==> src/rtl/bin2bcd_seq.sv <==
// Sequential binary-to-BCD converter (double dabble, one input bit per clock).
// Registered bcd/blank/overflow are held between conversions for direct display drive.
module bin2bcd_seq #(
   parameter int BIN_W  = 8,
   parameter int DIGITS = 3
) (
   input  logic                  clk,
   input  logic                  reset,
   input  logic                  start,
   input  logic [BIN_W-1:0]      bin,
   output logic                  busy,
   output logic                  done,
   output logic [4*DIGITS-1:0]   bcd,
   output logic [DIGITS-1:0]     blank,
   output logic                  overflow
);

   localparam int BCD_W = 4 * DIGITS;
   localparam int CNT_W = (BIN_W > 1) ? $clog2(BIN_W) : 1;
   localparam logic [CNT_W-1:0]  LAST_CNT  = CNT_W'(BIN_W - 1);
   localparam logic [DIGITS-1:0] BLANK_RST = ~(DIGITS'(1));

   typedef enum logic {IDLE, SHIFT} state_t;

   state_t             state_q, state_d;
   logic [BIN_W-1:0]   shreg_q, shreg_d;
   logic [BCD_W-1:0]   work_q, work_d;
   logic               ovf_acc_q, ovf_acc_d;
   logic [CNT_W-1:0]   cnt_q, cnt_d;
   logic [BCD_W-1:0]   bcd_q, bcd_d;
   logic [DIGITS-1:0]  blank_q, blank_d;
   logic               ovf_q, ovf_d;
   logic               done_q, done_d;

   logic [BCD_W-1:0]   adj;
   logic [BCD_W-1:0]   shift_work;
   logic               shift_ovf;
   logic [DIGITS-1:0]  blank_fin;
   logic               zero_above;

   // Add-3 correction on every digit in parallel, then the shifted working value.
   always_comb begin
      adj = work_q;
      for (int i = 0; i < DIGITS; i++) begin
         if (work_q[4*i +: 4] >= 4'd5) adj[4*i +: 4] = work_q[4*i +: 4] + 4'd3;
      end
      shift_work = {adj[BCD_W-2:0], shreg_q[BIN_W-1]};
      shift_ovf  = ovf_acc_q | adj[BCD_W-1];
   end

   // Leading-zero mask: a digit blanks only if it and every digit above it is zero.
   always_comb begin
      blank_fin  = '0;
      zero_above = 1'b1;
      for (int i = DIGITS - 1; i > 0; i--) begin
         zero_above   = zero_above & (shift_work[4*i +: 4] == 4'd0);
         blank_fin[i] = zero_above & ~shift_ovf;
      end
   end

   // NOTE: every next-state signal takes a default first so no path leaves it unassigned (no latches).
   always_comb begin
      state_d   = state_q;
      shreg_d   = shreg_q;
      work_d    = work_q;
      ovf_acc_d = ovf_acc_q;
      cnt_d     = cnt_q;
      bcd_d     = bcd_q;
      blank_d   = blank_q;
      ovf_d     = ovf_q;
      done_d    = 1'b0;
      case (state_q)
         IDLE: begin
            if (start) begin
               shreg_d   = bin;
               work_d    = '0;
               ovf_acc_d = 1'b0;
               cnt_d     = '0;
               state_d   = SHIFT;
            end
         end
         SHIFT: begin
            shreg_d   = shreg_q << 1;
            work_d    = shift_work;
            ovf_acc_d = shift_ovf;
            cnt_d     = cnt_q + CNT_W'(1);
            if (cnt_q == LAST_CNT) begin
               state_d = IDLE;
               bcd_d   = shift_work;
               ovf_d   = shift_ovf;
               blank_d = blank_fin;
               done_d  = 1'b1;
            end
         end
         default: state_d = IDLE;
      endcase
   end

   // NOTE: state registers use non-blocking assignments so all flops update together at the edge.
   always_ff @(posedge clk) begin
      if (reset) begin
         state_q   <= IDLE;
         shreg_q   <= '0;
         work_q    <= '0;
         ovf_acc_q <= 1'b0;
         cnt_q     <= '0;
         bcd_q     <= '0;
         blank_q   <= BLANK_RST;
         ovf_q     <= 1'b0;
         done_q    <= 1'b0;
      end else begin
         state_q   <= state_d;
         shreg_q   <= shreg_d;
         work_q    <= work_d;
         ovf_acc_q <= ovf_acc_d;
         cnt_q     <= cnt_d;
         bcd_q     <= bcd_d;
         blank_q   <= blank_d;
         ovf_q     <= ovf_d;
         done_q    <= done_d;
      end
   end

   assign busy     = (state_q == SHIFT);
   assign done     = done_q;
   assign bcd      = bcd_q;
   assign blank    = blank_q;
   assign overflow = ovf_q;

endmodule

==> config.mk <==
export PLATFORM = sky130hd
export DESIGN_NAME = bin2bcd_seq
export DESIGN_NICKNAME = d
export VERILOG_FILES = /design/src/rtl/bin2bcd_seq.sv
export SDC_FILE = /design/constraint.sdc
export NUM_CORES = 1
export LEC_CHECK = 0
export ABC_AREA = 1
export BUFFER_PORTS_ARGS = -buffer_cell sky130_fd_sc_hd__buf_2
export CORE_ASPECT_RATIO = 0.75
export CORE_MARGIN = 1
export CORE_UTILIZATION = 50
export CTS_CLUSTER_DIAMETER = 200
export CTS_CLUSTER_SIZE = 40
export DETAILED_ROUTE_END_ITERATION = 6
export GPL_ROUTABILITY_DRIVEN = 0
export PLACE_DENSITY = 0.71
export REMOVE_ABC_BUFFERS = 1
export SYNTH_ARGS = -nofsm -noshare
export SYNTH_HDL_FRONTEND = slang
export SYNTH_SLANG_ARGS = --single-unit
==> constraint.sdc <==
create_clock -name clk -period 1.61 [get_ports clk]
set_input_delay 0.322 -clock clk [delete_from_list [all_inputs] [get_ports clk]]
set_output_delay 0.322 -clock clk [all_outputs]
set_load 0.005 [all_outputs]
==> flow_metrics.env <==
export IMPL_status="finished, final reports clean"
export IMPL_num_rows=19
export IMPL_diodes=0
export IMPL_synthArstFlopShare_pct=0
export IMPL_fmax_mhz=683
export IMPL_hold_violations=0
export IMPL_drv_cap=0
export IMPL_cts_inserted_buffers=5
export IMPL_seq_area_um2=823
export IMPL_syn_avg_cell_area_um2=7.45
export IMPL_crit_arrival_ps=1140
export IMPL_die_area_mm2=0.00418
export IMPL_fin_tns_setup_ps=0
export IMPL_area_delta_synth_final_pct=15.5
export IMPL_path_cells="buf_4 > buf_2"
export IMPL_track_usage_pct=22.8
export IMPL_ys_seq_area_share_pct=41.9
export IMPL_yosysUniqueCellTypes=28
export IMPL_start_util_pct=52.8
export IMPL_first_iter_violations=167
export IMPL_yosysTopAreaCellShare_pct=41.9
export IMPL_netSwitchingFraction_pct=22.0
export IMPL_rsz0062_at_grt="no"
export IMPL_p_comb_share_pct=6.0
export IMPL_required_ps=1290
export IMPL_setup_worst_path_start_class="flop"
export IMPL_clockRootBuffer="clkbuf_8"
export IMPL_worstSetupPathType="flop to output pin"
export IMPL_synth_seq_cells=41
export IMPL_yosys_warnings=0
export IMPL_grt_pass1_vias=1641
export IMPL_wl_met3_um=191
export IMPL_cp_slowest_stage_delay_ps=490
export IMPL_grt_max_degree=23
export IMPL_ir_drop_mv=0.817
export IMPL_finalNonFillerCells=346
export IMPL_hp_class="primary input to flop"
export IMPL_fillers=357
export IMPL_clk_pin_slew_ps=80
export IMPL_nNetsFinal=312
export IMPL_setup_viol=0
export IMPL_clk_path_buf_depth=2
export IMPL_num_vias=1747
export IMPL_ys_top_cells_by_count="nand2_1 (69), dfxtp_1 (41), nand3_1 (32)"
export IMPL_antenna_found_initial=0
export IMPL_coreArea_mm2=0.00371
export IMPL_cts_max_level=2
export IMPL_drt_met1_wl_mm=2.11
export IMPL_pwr_share_clk_pct=42.4
export IMPL_drive_above_1_share_pct=19.7
export IMPL_vias_per_cell=5.05
export IMPL_synth_main_ff_cell="dfxtp_1"
export IMPL_yosysTopAreaCell="dfxtp_1"
export IMPL_switchingPower_w=0.000445
export IMPL_worst_slack_ps=145
export IMPL_clk_latency_ps=290
export IMPL_finalCriticalPeriod_ps=1470
export IMPL_numClockSinks=41
export IMPL_pre_cts_slack_ps=171
export IMPL_drc=0
export IMPL_timing_final_crit_share_pct=91.0
export IMPL_ant_nets=0
export IMPL_grt_ovfl_total=0
export IMPL_dpl_hpwl_mm=3.03
export IMPL_grt_pass1_wl_mm=7.16
export IMPL_final_max_slew_violation_count=0
export IMPL_synth_most_common_cell="nand2_1"
export IMPL_crit_fanout=10
export IMPL_synth_area_top_cells="dfxtp_1 (42%), nand2_1 (13%), nand3_1 (8.2%), a21oi_1 (5.6%), inv_1 (5.2%)"
export IMPL_top_layer="met4"
export IMPL_post_drt_wl_per_cell_um=11.8
export IMPL_dp_cells=338
export IMPL_die_width_um=74.3
export IMPL_dr_pass1_iters=4
export IMPL_ios=29
export IMPL_finClkSkew_ps=6.54
export IMPL_cts_tree="done"
export IMPL_die_y_um=56.2
export IMPL_whs_ps=312
export IMPL_routed_wl_mm=4.07
export IMPL_synth_cells=263
export IMPL_total_leakage_power_nw=1.09
export IMPL_pwr_density_cell_mw_per_mm2=895
export IMPL_wl_met2_mm=1.71
export IMPL_synth_edf_count=0
export IMPL_seqPwrFrac_pct=51.6
export IMPL_syn_cell_area_mm2=0.00196
export IMPL_finalPower_w=0.00203
export IMPL_end_kind="output pin"
export IMPL_p_int_w=0.00158
export IMPL_cp_slowest_cell="dfxtp_1"
export IMPL_multi_input_area_um2=953
export IMPL_port_buffers=27
-- flip-flops by register name (all words and copies together) (netlist names) --
name       flops
shreg_q        8
cnt_q          3
busy           1
overflow       1
done           1
work_q        12
bcd           12
blank          2
ovf_acc_q      1
-- power by group through the flow --
stage	clock network [W]	logic [W]	registers, W
2_1_floorplan	0	0.0000555	0.00107
3_3_place_gp	0	0.000121	0.00107
3_5_place_dp	0	0.000123	0.00107
4_1_cts	0.000867	0.000124	0.00104
5_1_grt	0.000915	0.000140	0.00105
6_report	0.000859	0.000122	0.00104
-- worst max-delay path: cells and delay by family, from the launching register on --
family	cells	cell delay, ps
DFF	1	490
buffers and inverters	2	360
-- timing repair --
item,4_1_cts,5_1_grt
setup endpoints to repair,0,2
gates resized for setup,0,2
setup buffers,0,0
endpoints found under the hold margin,0,0
hold buffers,0,0
-- layout make-up --
class | count | area share, %
clock buffer | 7 | 3.82
clock inverter | 1 | 1.33
inverter | 29 | 4.81
multi-input combinational | 181 | 42.1
sequential | 41 | 36.4
tap | 52 | 2.88
timing repair buffer | 35 | 8.63
-- logic make-up after synthesis --
| kind of cell | after synthesis | synth area share, % |
|---|---|---|
| adder cells (fa/ha/maj) | 8 | 5.11 |
| other | 1 | 0.191 |
| buffers and inverters | 41 | 9.45 |
| XOR/XNOR | 1 | 0.447 |
| AO/OA/AOI/OAI | 47 | 13.3 |
| AND/OR/NAND/NOR | 124 | 29.6 |
| flip-flops | 41 | 41.9 |
-- routing by layer --
metal | GRT usage (%) | vias to the layer above
li1 | - | 921
met1 | 32.0 | 780
met2 | 33.9 | 39
met3 | 5.43 | 7
met4 | 8.09 | 0
met5 | 0 | -
-- worst paths after layout --
check	start	end	depth (start not counted)	slack [ps]
min	bin[0]	shreg_q[0]	3	310
min reg2reg	bcd[8]	bcd[8]	2	470
max	busy	busy	2	140
max reg2reg	work_q[4]	blank[1]	11	190
-- cell usage in the layout (no fill, tap or decap), types with 2 or more instances in the layout --
cell / count
o21ai_0: 9
clkbuf_8: 6
dfxtp_2: 2
dfxtp_1: 39
o211ai_1: 2
nand3_1: 32
nand4_1: 4
buf_4: 8
o21ai_1: 6
nand2_1: 69
nor2_1: 7
a22oi_1: 6
buf_2: 27
a21oi_1: 22
ha_1: 8
inv_2: 2
inv_1: 27
nand2_2: 5
-- stage by stage --
stage          util (%)  cell area, µm²
6_report           61.0            2260
5_1_grt            61.0            2260
4_1_cts            60.9            2260
3_5_place_dp       57.8            2140
3_3_place_gp       57.8            2140
2_1_floorplan         -            1880
(Power assumes the default switching activity.)
